`config.mk`:
```
export PLATFORM = sky130hd
export DESIGN_NAME = external_interrupt_controller
export DESIGN_NICKNAME = d
export VERILOG_FILES = /design/src/rtl/external_interrupt_controller.sv
export SDC_FILE = /design/constraint.sdc
export NUM_CORES = 1
export LEC_CHECK = 0
export CORE_AREA = 2 2 39 41
export DETAILED_ROUTE_END_ITERATION = 7
export DIE_AREA = 0 0 41 43
export PLACE_DENSITY = 0.82
export SLEW_MARGIN = 20
export SYNTH_ARGS = -nofsm -noshare
export SYNTH_HDL_FRONTEND = slang
export SYNTH_SLANG_ARGS = --single-unit
```
`constraint.sdc`:
```
create_clock -name Sys_Clock -period 3 [get_ports Sys_Clock]
set_input_delay 0.45 -clock Sys_Clock [delete_from_list [all_inputs] [get_ports Sys_Clock]]
set_output_delay 0.45 -clock Sys_Clock [all_outputs]
set_load 0.01 [all_outputs]
```
`src/rtl/external_interrupt_controller.sv`:
```
// External interrupt controller: synchronizes raw IRQ lines, latches rising edges
// as pending and hands one request at a time to the core with a toggle-ack handshake.
module external_interrupt_controller #(
  parameter int ID_WIDTH       = 1,
  parameter int REQ_LOW_CYCLES = 4
) (
  input  logic                       Sys_Clock,
  input  logic                       Sys_Reset,
  input  logic [(1<<ID_WIDTH)-1:0]   Irq_In,
  input  logic [(1<<ID_WIDTH)-1:0]   Irq_Enable,
  input  logic                       EIC_I_Ack,
  output logic                       EIC_I_Req,
  output logic [ID_WIDTH-1:0]        EIC_I_Id,
  output logic [(1<<ID_WIDTH)-1:0]   Irq_Pending,
  output logic                       Busy
);

  localparam int NUM_SRC = 1 << ID_WIDTH;
  localparam int CNT_W   = $clog2(REQ_LOW_CYCLES) + 1;

  localparam logic [1:0] S_IDLE = 2'd0;
  localparam logic [1:0] S_REQ  = 2'd1;
  localparam logic [1:0] S_GAP  = 2'd2;

  logic [NUM_SRC-1:0]  irq_s1_q, irq_s2_q, irq_last_q;
  logic                ack_s1_q, ack_s2_q, ack_last_q;
  logic [NUM_SRC-1:0]  pend_q, pend_d;
  logic [1:0]          state_q, state_d;
  logic                req_q, req_d;
  logic [ID_WIDTH-1:0] id_q, id_d;
  logic [CNT_W-1:0]    cnt_q, cnt_d;

  logic [NUM_SRC-1:0]  rise, armed;
  logic                ack_evt;

  function automatic logic [ID_WIDTH-1:0] lowest_set(input logic [NUM_SRC-1:0] v);
    lowest_set = '0;
    for (int i = NUM_SRC - 1; i >= 0; i--)
      if (v[i]) lowest_set = ID_WIDTH'(i);
  endfunction

  assign rise    = irq_s2_q & ~irq_last_q;
  assign ack_evt = ack_s2_q ^ ack_last_q;
  assign armed   = pend_q & Irq_Enable;

  always_comb begin
    state_d = state_q;
    req_d   = req_q;
    id_d    = id_q;
    cnt_d   = cnt_q;
    pend_d  = pend_q | rise;
    case (state_q)
      S_IDLE: begin
        if (|armed) begin
          id_d    = lowest_set(armed);
          req_d   = 1'b1;
          state_d = S_REQ;
        end
      end
      S_REQ: begin
        // A fresh edge on the served line in the clearing cycle must survive.
        if (ack_evt) begin
          req_d        = 1'b0;
          pend_d[id_q] = rise[id_q];
          cnt_d        = '0;
          state_d      = S_GAP;
        end
      end
      S_GAP: begin
        if (cnt_q == CNT_W'(REQ_LOW_CYCLES - 1)) state_d = S_IDLE;
        else                                     cnt_d   = cnt_q + CNT_W'(1);
      end
      default: begin
        state_d = S_IDLE;
        req_d   = 1'b0;
      end
    endcase
  end

  always_ff @(posedge Sys_Clock or negedge Sys_Reset) begin
    if (!Sys_Reset) begin
      irq_s1_q   <= '0;
      irq_s2_q   <= '0;
      irq_last_q <= '0;
      ack_s1_q   <= 1'b0;
      ack_s2_q   <= 1'b0;
      ack_last_q <= 1'b0;
      pend_q     <= '0;
      state_q    <= S_IDLE;
      req_q      <= 1'b0;
      id_q       <= '0;
      cnt_q      <= '0;
    end else begin
      irq_s1_q   <= Irq_In;
      irq_s2_q   <= irq_s1_q;
      irq_last_q <= irq_s2_q;
      ack_s1_q   <= EIC_I_Ack;
      ack_s2_q   <= ack_s1_q;
      ack_last_q <= ack_s2_q;
      pend_q     <= pend_d;
      state_q    <= state_d;
      req_q      <= req_d;
      id_q       <= id_d;
      cnt_q      <= cnt_d;
    end
  end

  assign EIC_I_Req   = req_q;
  assign EIC_I_Id    = id_q;
  assign Irq_Pending = pend_q;
  assign Busy        = (state_q != S_IDLE);

endmodule
```
==> results of run 1 <==
[sequential cells by signal, indices dropped and copies added (netlist names)]
register and count:
EIC_I_Id 1, EIC_I_Req 1, Irq_Pending 2, ack_last_q 1
ack_s1_q 1, ack_s2_q 1, cnt_q 3, irq_last_q 2
irq_s1_q 2, irq_s2_q 2, state_q 2
[cells in the mapped netlist]
cell,number,area (µm²)
xor2_1,1,8.76
a22oi_1,1,7.51
xnor2_1,1,8.76
a31oi_1,2,12.5
inv_1,5,18.8
mux2i_1,1,10.0
nor2_1,4,15.0
o2bb2ai_1,1,8.76
nor3b_4,1,18.8
o21bai_1,1,7.51
a211oi_1,1,7.51
nor2b_4,1,13.8
or2_2,1,6.26
ha_1,2,25.0
a21oi_1,1,5.00
o22ai_1,2,12.5
o21ai_0,2,10.0
dfrtp_1,18,450
nand2b_1,1,6.26
nor2b_1,1,6.26
[layout make-up]
type / instances / area (µm²)
Fill cell: 113 / 558
Sequential cell: 18 / 450
Multi-Input combinational cell: 25 / 190
Timing Repair Buffer: 11 / 110
Clock buffer: 4 / 36.3
Tap cell: 16 / 20.0
Inverter: 5 / 18.8
[per-layer routing]
| metal | vias up | part of all wire (%) | global-route usage [%] | routed length (µm) |
|---|---|---|---|---|
| li1 | 193 | - | - | - |
| met1 | 191 | 44 | 18.0 | 430 |
| met2 | 9 | 50 | 21.6 | 482 |
| met3 | 4 | 3.5 | 4.71 | 34 |
| met4 | 0 | 2.4 | 10.0 | 23 |
| met5 | - | 0 | 0 | 0 |
[power by group]
group	internal (mW)	total (mW)	switching (mW)	leakage [nW]
logic	0.140	0.254	0.114	0.153
registers	0.302	0.351	0.0489	0.209
clock network	0.0739	0.145	0.0716	0.0210
total	0.516	0.750	0.234	0.383
[through the flow]
stage | worst slack (ns) | cells
after floorplan | 1.62 | 48
after global placement | 1.41 | 75
after detailed placement | 1.34 | 75
after CTS | 1.00 | 79
after global routing | 0.925 | 79
final | 1.02 | 79
[worst max path at each step]
stage,startpoint,endpoint,slack [ns]
floorplan,cnt_q[0],cnt_q[1],1.62
global placement,state_q[0],Busy,1.41
detailed placement,state_q[0],Busy,1.34
CTS,state_q[0],Busy,1.00
global route,state_q[0],Busy,0.93
finish,state_q[0],Busy,1.02
[layout by cell type, fill, tap and decap left out]
cell type / n
nor2_1: 4
clkbuf_8: 1
clkdlybuf4s50_1: 11
o2bb2ai_1: 1
nor3b_4: 1
nor2b_4: 1
a21oi_1: 1
xnor2_1: 1
o22ai_1: 2
a31oi_1: 2
o21ai_0: 2
nor2b_1: 1
a211oi_1: 1
xor2_1: 1
nand2b_1: 1
or2_2: 1
clkbuf_4: 3
dfrtp_1: 18
o21bai_1: 1
a22oi_1: 1
ha_1: 2
inv_1: 5
mux2i_1: 1
[cells by family after synthesis]
group	count (synthesis)	share of synthesized area, %
AOI/OAI and AO/OA	11	10.8
adders and majority gates	2	3.79
and+or+nand+nor	9	10.1
xor gates and xnor gates	2	2.66
muxes	1	1.52
buffers and inverters	5	2.85
DFF	18	68.3
==> out/qor.csv, run 1 <==
stage,metric,value,unit
clocking,CTS root buffer,clkbuf_4,
floorplan,Core Area,1380,µm²
synth,"FF+latch count, synth",18,
critical_path,CP Data Required Time,2.55,ns
global_routing,antenna violations before repair,0,
synth,Yosys cell types,20,
critical_path,Setup crit start kind,register,
clocking,clk slew on worst S/H paths,0.10,ns
critical_path,critical path type,reg2out,
placed_design,count of buffers from port buffering,11,
floorplan,Vert. Die Dim,43,µm
global_routing,Overall Global Routing Usage,14.9,%
worst_hold_path,Hold Path Class,reg2reg,
placed_design,DP Area,790,µm²
power,VDD IR max,436,µV
critical_path,CP cell instances,"nor2_1, inv_1, clkdlybuf4s50_1",
critical_path,CP top delay family,buffers and inverters,
floorplan,die area,1760,µm²
final_layout,nets,73,
final_layout,"final std cell area, no fill",826,µm²
synth,Netlist Area Pre-Place,659,µm²
global_routing,total gr overflow,0,
clocking,Post-CTS Setup Inserts,0,
clocking,CTS Hold Bufs,0,
timing,fin crit period,1.98,ns
detailed_routing,Via density,5.03,
final_layout,Util after Layout,59.7,%
timing,Slew HR,47.7,%
floorplan,I/O Pins,12,
clocking,H-tree depth,1,
critical_path,r2r endpoint,cnt_q[1],
critical_path,CP arrival,1.53,ns
timing,final hold slack,0.357,ns
synth,syn_nets,57,
critical_path,CP bufs+invs,2,
placed_design,hpwl dp,749,µm
critical_path,worst-path maximum fanout,4,
timing,FMAX,506,MHz
critical_path,Crit-path slowest cell,clkdlybuf4s50_1,
critical_path,"slowest stage delay, CP",0.49,ns
clocking,cts bufs inserted,3,
synth,cells after synthesis,48,
detailed_routing,post-route ant nets,0,
clocking,cts repair resizes,0,
final_layout,Diodes inserted,0,
global_routing,first-pass GRT wire length,1670,µm
power,Tot Pwr,0.750,mW
clocking,Clock Tree Buf Depth,2,
global_routing,vias in the first global route,384,
synth,register area share after synthesis,68.3,%
critical_path,WP depth,3,
synth,syn avg cell area,13.7,µm²
detailed_routing,DRT Pass-1 Iters,3,
power,P per Cell Area,909,nW/µm²
critical_path,reg2reg setup slack,1.50,ns
final_layout,Area Overhead vs Synth,25.2,%
critical_path,FF-to-FF Start,cnt_q[0],
worst_hold_path,Hold Path Stages,0,
timing,pins over their slew limit,0,
placed_design,gpl congestion,0.652,
critical_path,Worst Setup End Kind,output port,
timing,Setup Viol. Count Final,0,
floorplan,Starting Density,47.6,%
detailed_routing,total routed wirelength,970,µm
clocking,Num Clock Sinks,18,
floorplan,die width,41,µm
clocking,Worst-Skew Late Latency,0.29,ns
detailed_routing,vias,397,
timing,Final Hold Vio Count,0,
floorplan,Rows,14,
timing,Clock Skews,0.00382,ns
critical_path,Worst R2R Path Depth,5,
power,Leak,0.383,nW
timing,Worst Tran Pin Value,0.782,ns
global_routing,pin count of the biggest net entering global routing,19,
synth,synth warn,0,
final_layout,fraction of layout cells with a size suffix above 1,11.1,%
worst_hold_path,WHS Endpoint,irq_s2_q[1],
detailed_routing,DR iter-0 viols,3,
timing,final setup TNS,0,ns
job,max_cap viols,0,
detailed_routing,wire length per cell,12.3,µm
clocking,CTS tree,yes,
timing,RSZ-0062 raised after global routing,false,
status,outcome,"finished, final reports clean",
timing,Final Cycle Share,65.9,%
worst_hold_path,Hold Startpoint,irq_s1_q[1],
detailed_routing,number of remaining DRC errors,0,
(Power assumes the default switching activity.)
==> run 2: changes to the inputs <==
CORE_AREA = unset   (was 2 2 39 41)
CORE_MARGIN = 1   (was unset)
CORE_UTILIZATION = 48   (was unset)
DIE_AREA = unset   (was 0 0 41 43)
PLACE_DENSITY = 0.8   (was 0.82)
clock period = 2 ns   (was 3 ns; I/O delays follow)
==> out/qor.csv, run 2 (synthesis gave the netlist of run 1 again) <==
stage,metric,value,unit,change
timing,Slew HR,82.0,%,+34 points
clocking,H-tree depth,1,,unchanged
critical_path,Setup crit start kind,register,,
clocking,cts repair resizes,0,,unchanged
critical_path,CP arrival,1.49,ns,-0.04 ns
power,Psw,0.340,mW,+45%
final_layout,fraction of layout cells with a size suffix above 1,11.1,%,unchanged
clocking,Clock Tree Buf Depth,2,,unchanged
floorplan,Core Area,1190,µm²,-14%
detailed_routing,DR iter-0 viols,0,,-3
clocking,CTS tree,yes,,
clocking,cts bufs inserted,3,,unchanged
final_layout,"commonest non-fill, non-tap cell in the layout",dfrtp_1,,
final_layout,max reg flops,3,,unchanged
clocking,clk slew on worst S/H paths,0.09,ns,about the same
critical_path,r2r endpoint,cnt_q[1],,
status,outcome,"finished, final reports clean",,
floorplan,I/O Pins,12,,unchanged
final_layout,nets,74,,+1.4%
timing,Final Hold Vio Count,0,,unchanged
clocking,Worst-Skew Late Latency,0.28,ns,about the same
global_routing,pin count of the biggest net entering global routing,19,,unchanged
job,max_cap viols,0,,unchanged
power,combinational power share,35.1,%,+1.3 points
timing,final hold slack,0.332,ns,-0.0247 ns
detailed_routing,total routed wirelength,899,µm,-7.3%
timing,RSZ-0062 raised after global routing,false,,
detailed_routing,post-route ant nets,0,,unchanged
critical_path,reg2reg setup slack,0.52,ns,-0.98 ns
final_layout,largest register by flop count,cnt_q,,
clocking,CTS root buffer,clkbuf_4,,
timing,Final Cycle Share,89.7,%,
final_layout,most frequent cells in the layout,"18 x dfrtp_1, 11 x clkdlybuf4s50_1, 5 x inv_1",,
floorplan,die area,1530,µm²,-13%
timing,pins over their slew limit,0,,unchanged
clocking,CTS Hold Bufs,0,,unchanged
power,VDD IR max,637,µV,+46%
critical_path,critical path type,reg2out,,
floorplan,Rows,12,,-2
critical_path,Worst R2R Path Depth,5,,unchanged
final_layout,Util after Layout,68.9,%,+9.2 points
detailed_routing,Via density,5.06,,+0.79%
clocking,Num Clock Sinks,18,,unchanged
timing,fin crit period,1.79,ns,
global_routing,first-pass GRT wire length,1470,µm,-12%
placed_design,count of buffers from port buffering,11,,unchanged
final_layout,Diodes inserted,0,,unchanged
critical_path,FF-to-FF Start,cnt_q[0],,
timing,Worst Tran Pin Value,0.270,ns,-0.513 ns
clocking,Post-CTS Setup Inserts,0,,unchanged
power,switching share of total power,31.6,%,+0.41 points
timing,final setup TNS,0,ns,unchanged
global_routing,total gr overflow,0,,unchanged
placed_design,gpl congestion,0.594,,-8.9%
global_routing,antenna violations before repair,0,,unchanged
critical_path,Worst Setup End Kind,output port,,
floorplan,Vert. Die Dim,39.1,µm,-9.2%
detailed_routing,vias,390,,-1.8%
timing,Clock Skews,0.00756,ns,+0.00373 ns
power,Clk network pwr share,15.7,%,-3.7 points
detailed_routing,wire length per cell,11.7,µm,-4.9%
floorplan,die width,39.1,µm,-4.7%
detailed_routing,number of remaining DRC errors,0,,unchanged
critical_path,worst-path maximum fanout,4,,unchanged
timing,FMAX,558,MHz,
final_layout,Area Overhead vs Synth,23.9,%,
global_routing,Overall Global Routing Usage,16.2,%,+1.3 points
power,Sequential Power Share,49.2,%,+2.4 points
floorplan,Starting Density,55.6,%,+7.9 points
detailed_routing,DRT Pass-1 Iters,1,,-2
power,Int Power,0.734,mW,+42%
power,Leak,0.381,nW,-0.62%
power,P per Cell Area,1310,nW/µm²,+45%
global_routing,vias in the first global route,348,,-9.4%
timing,Setup Viol. Count Final,0,,unchanged
critical_path,CP Data Required Time,1.70,ns,-0.85 ns
worst_hold_path,Hold Path Class,in2async,,
-- run 2: cell count changes in the layout (fill, tap and decap cells not counted) --
| cell | delta |
|---|---|
| buf_4 | +1 |
| clkbuf_8 | -1 |
-- run 2: worst max-delay path by stage --
| stage | startpoint | end | slack (ns) | depth (start not counted) |
|---|---|---|---|---|
| 2_1_floorplan | cnt_q[0] | cnt_q[1] | 0.62 | 5 |
| 3_3_place_gp | state_q[0] | Busy | 0.55 | 3 |
| 3_5_place_dp | state_q[0] | Busy | 0.52 | 3 |
| 4_1_cts | state_q[0] | Busy | 0.19 | 3 |
| 5_1_grt | state_q[0] | Busy | 0.08 | 3 |
| 6_report | state_q[0] | Busy | 0.21 | 3 |
-- run 2: routing by layer --
layer	vias to the layer above	global-route usage [%]	wire [µm]
met5	-	0	0
met4	0	15.5	37
met2	14	22.1	355
met1	176	19.6	452
met3	4	5.20	54
li1	196	-	-
-- run 2: worst max-delay path, stage by stage (launching register included) --
cell and delay (ns):
dfrtp_1 0.44, nor2_1 0.18, inv_1 0.10, clkdlybuf4s50_1 0.49
-- run 2: area by class of cell --
| cell class | instances | area [µm²] |
|---|---|---|
| flip-flops and latches | 18 | 450 |
| multi-input cells | 25 | 190 |
| repair buffers | 12 | 118 |
| inverters | 5 | 18.8 |
| well taps | 14 | 17.5 |
| clock buffers | 3 | 22.5 |
| fillers | 87 | 369 |
-- run 2: through the flow --
step	cells	worst slack, ns	power, mW	area, µm²
final	77	0.206	1.07	817
after detailed placement	74	0.516	0.915	795
after global routing	77	0.0755	1.15	817
after global placement	74	0.549	0.899	795
after floorplan	48	0.618	0.756	659
after CTS	77	0.192	1.09	817
-- run 2: power by group through the flow --
stage                     logic [mW]  registers, mW  clock network, mW
after global routing           0.419          0.542              0.193
after global placement         0.367          0.532                  0
final                          0.377          0.529              0.168
after detailed placement       0.379          0.536                  0
after floorplan                0.219          0.536                  0
after CTS                      0.383          0.528              0.175
==> run 3: changes to the inputs <==
CORE_MARGIN = 3   (was 1)
SKIP_LAST_GASP = 1   (was unset)
SLEW_MARGIN = 15   (was 20)
==> out/qor.csv, run 3 (synthesis gave the netlist of run 1 again) <==
stage,metric,value,unit,change
global_routing,total gr overflow,0,,unchanged
timing,Worst Tran Pin Value,0.292,ns,+0.0223 ns
critical_path,worst-path maximum fanout,4,,unchanged
detailed_routing,post-route ant nets,0,,unchanged
final_layout,max reg flops,3,,unchanged
detailed_routing,total routed wirelength,1040,µm,+16%
timing,Final Hold Vio Count,0,,unchanged
global_routing,Overall Global Routing Usage,13.8,%,-2.4 points
clocking,Clock Tree Buf Depth,2,,unchanged
floorplan,Vert. Die Dim,43.1,µm,+10%
clocking,Num Clock Sinks,18,,unchanged
clocking,CTS tree,yes,,
final_layout,most frequent cells in the layout,"18 x dfrtp_1, 11 x clkdlybuf4s50_1, 5 x inv_1",,
clocking,CTS root buffer,clkbuf_4,,
placed_design,count of buffers from port buffering,11,,unchanged
global_routing,antenna violations before repair,0,,unchanged
timing,FMAX,548,MHz,-1.7%
critical_path,Crit-path slowest cell,clkdlybuf4s50_1,,
timing,Slew HR,80.5,%,-1.5 points
placed_design,gpl congestion,0.742,,+25%
critical_path,CP bufs+invs,2,,unchanged
floorplan,Starting Density,54.9,%,-0.69 points
power,VDD IR max,615,µV,-3.6%
power,P per Cell Area,1360,nW/µm²,+3.8%
floorplan,Rows,12,,unchanged
timing,final hold slack,0.335,ns,+0.00271 ns
critical_path,CP Data Required Time,1.70,ns,about the same
final_layout,Area Overhead vs Synth,26.0,%,
clocking,H-tree depth,1,,unchanged
final_layout,"commonest non-fill, non-tap cell in the layout",dfrtp_1,,
clocking,cts bufs inserted,3,,unchanged
critical_path,CP arrival,1.52,ns,+0.03 ns
clocking,clk slew on worst S/H paths,0.10,ns,about the same
detailed_routing,DR iter-0 viols,4,,+4
timing,Final Cycle Share,91.2,%,+1.5 points
power,Leak,0.388,nW,+1.9%
critical_path,"slowest stage delay, CP",0.49,ns,about the same
global_routing,vias in the first global route,415,,+19%
global_routing,pin count of the biggest net entering global routing,19,,unchanged
timing,pins over their slew limit,0,,unchanged
final_layout,nets,74,,unchanged
global_routing,first-pass GRT wire length,1840,µm,+25%
floorplan,die area,1850,µm²,+22%
timing,Clock Skews,0.00494,ns,-0.00261 ns
timing,Setup Viol. Count Final,0,,unchanged
critical_path,CP cell instances,"nor2_1, inv_1, clkdlybuf4s50_1",,
clocking,cts repair resizes,0,,unchanged
final_layout,fraction of layout cells with a size suffix above 1,12.5,%,+1.4 points
clocking,Post-CTS Setup Inserts,0,,unchanged
clocking,Worst-Skew Late Latency,0.28,ns,about the same
critical_path,Setup crit start kind,register,,
floorplan,Core Area,1200,µm²,+1.3%
critical_path,CP top delay family,buffers and inverters,,
critical_path,Worst Setup End Kind,output port,,
worst_hold_path,Hold Path Class,in2async,,
detailed_routing,number of remaining DRC errors,0,,unchanged
timing,fin crit period,1.82,ns,+0.0305 ns
detailed_routing,DRT Pass-1 Iters,4,,+3
critical_path,critical path type,reg2out,,
final_layout,FILL cells,98,,+13%
status,outcome,"finished, final reports clean",,
job,max_cap viols,0,,unchanged
detailed_routing,vias,420,,+7.7%
detailed_routing,Via density,5.38,,+6.3%
timing,RSZ-0062 raised after global routing,false,,
final_layout,largest register by flop count,cnt_q,,
final_layout,Diodes inserted,0,,unchanged
timing,final setup TNS,0,ns,unchanged
floorplan,die width,43.1,µm,+10%
clocking,CTS Hold Bufs,0,,unchanged
floorplan,I/O Pins,12,,unchanged
placed_design,hpwl dp,760,µm,
detailed_routing,wire length per cell,13.4,µm,+15%
run 3: cell count changes in the layout (fill, tap and decap cells not counted):
cell      change
clkbuf_8      +1
run 3: layout make-up:
cell class                 instances  area [µm²]  share of cell area, %
inverter                           5        18.8                   2.26
multi-input combinational         25         190                   22.9
clock buffer                       4        36.3                   4.37
tap                               14        17.5                   2.11
sequential                        18         450                   54.2
timing repair buffer              12         118                   14.2
run 3: per-stage QoR:
step	power [mW]	util [%]	setup slack (ns)	std cells	instance area, µm²
after floorplan	0.756	-	0.618	48	659
after global placement	0.900	66.1	0.545	74	795
after detailed placement	0.925	66.1	0.499	74	795
after CTS	1.15	69.2	0.172	78	831
after global routing	1.21	69.2	0.0838	78	831
final	1.13	69.2	0.176	78	831
run 3: final timing paths:
kind                             start          end  slack (ns)  depth (start not counted)
setup / recovery            state_q[0]         Busy        0.18                          3
hold / removal               Sys_Reset   state_q[0]        0.33                          2
setup reg to reg              cnt_q[0]     cnt_q[2]        0.48                          5
hold reg to reg            irq_s1_q[0]  irq_s2_q[0]        0.35                          0
max in group asynchronous    Sys_Reset     ack_s1_q        1.48                          2
min in group Sys_Clock     irq_s1_q[0]  irq_s2_q[0]        0.35                          0
run 3: routing by layer:
| metal | GRT usage, % | part of all wire [%] | vias up |
|---|---|---|---|
| li1 | - | - | 194 |
| met1 | 16.4 | 42 | 202 |
| met2 | 20.7 | 47 | 20 |
| met3 | 5.93 | 8.8 | 4 |
| met4 | 7.83 | 2.0 | 0 |
| met5 | 0 | 0 | - |
run 3: where the power goes:
| group | internal, mW | switching, mW | total [mW] |
|---|---|---|---|
| Combinational | 0.211 | 0.175 | 0.386 |
| Sequential | 0.453 | 0.0797 | 0.533 |
| Clock | 0.111 | 0.104 | 0.215 |
run 3: worst reg2reg max path, cell delays in order, from the launching register on:
cell and delay, ns:
dfrtp_1 0.41, ha_1 0.20, ha_1 0.21, nor3b_4 0.30
nor2_1 0.10, a211oi_1 0.22
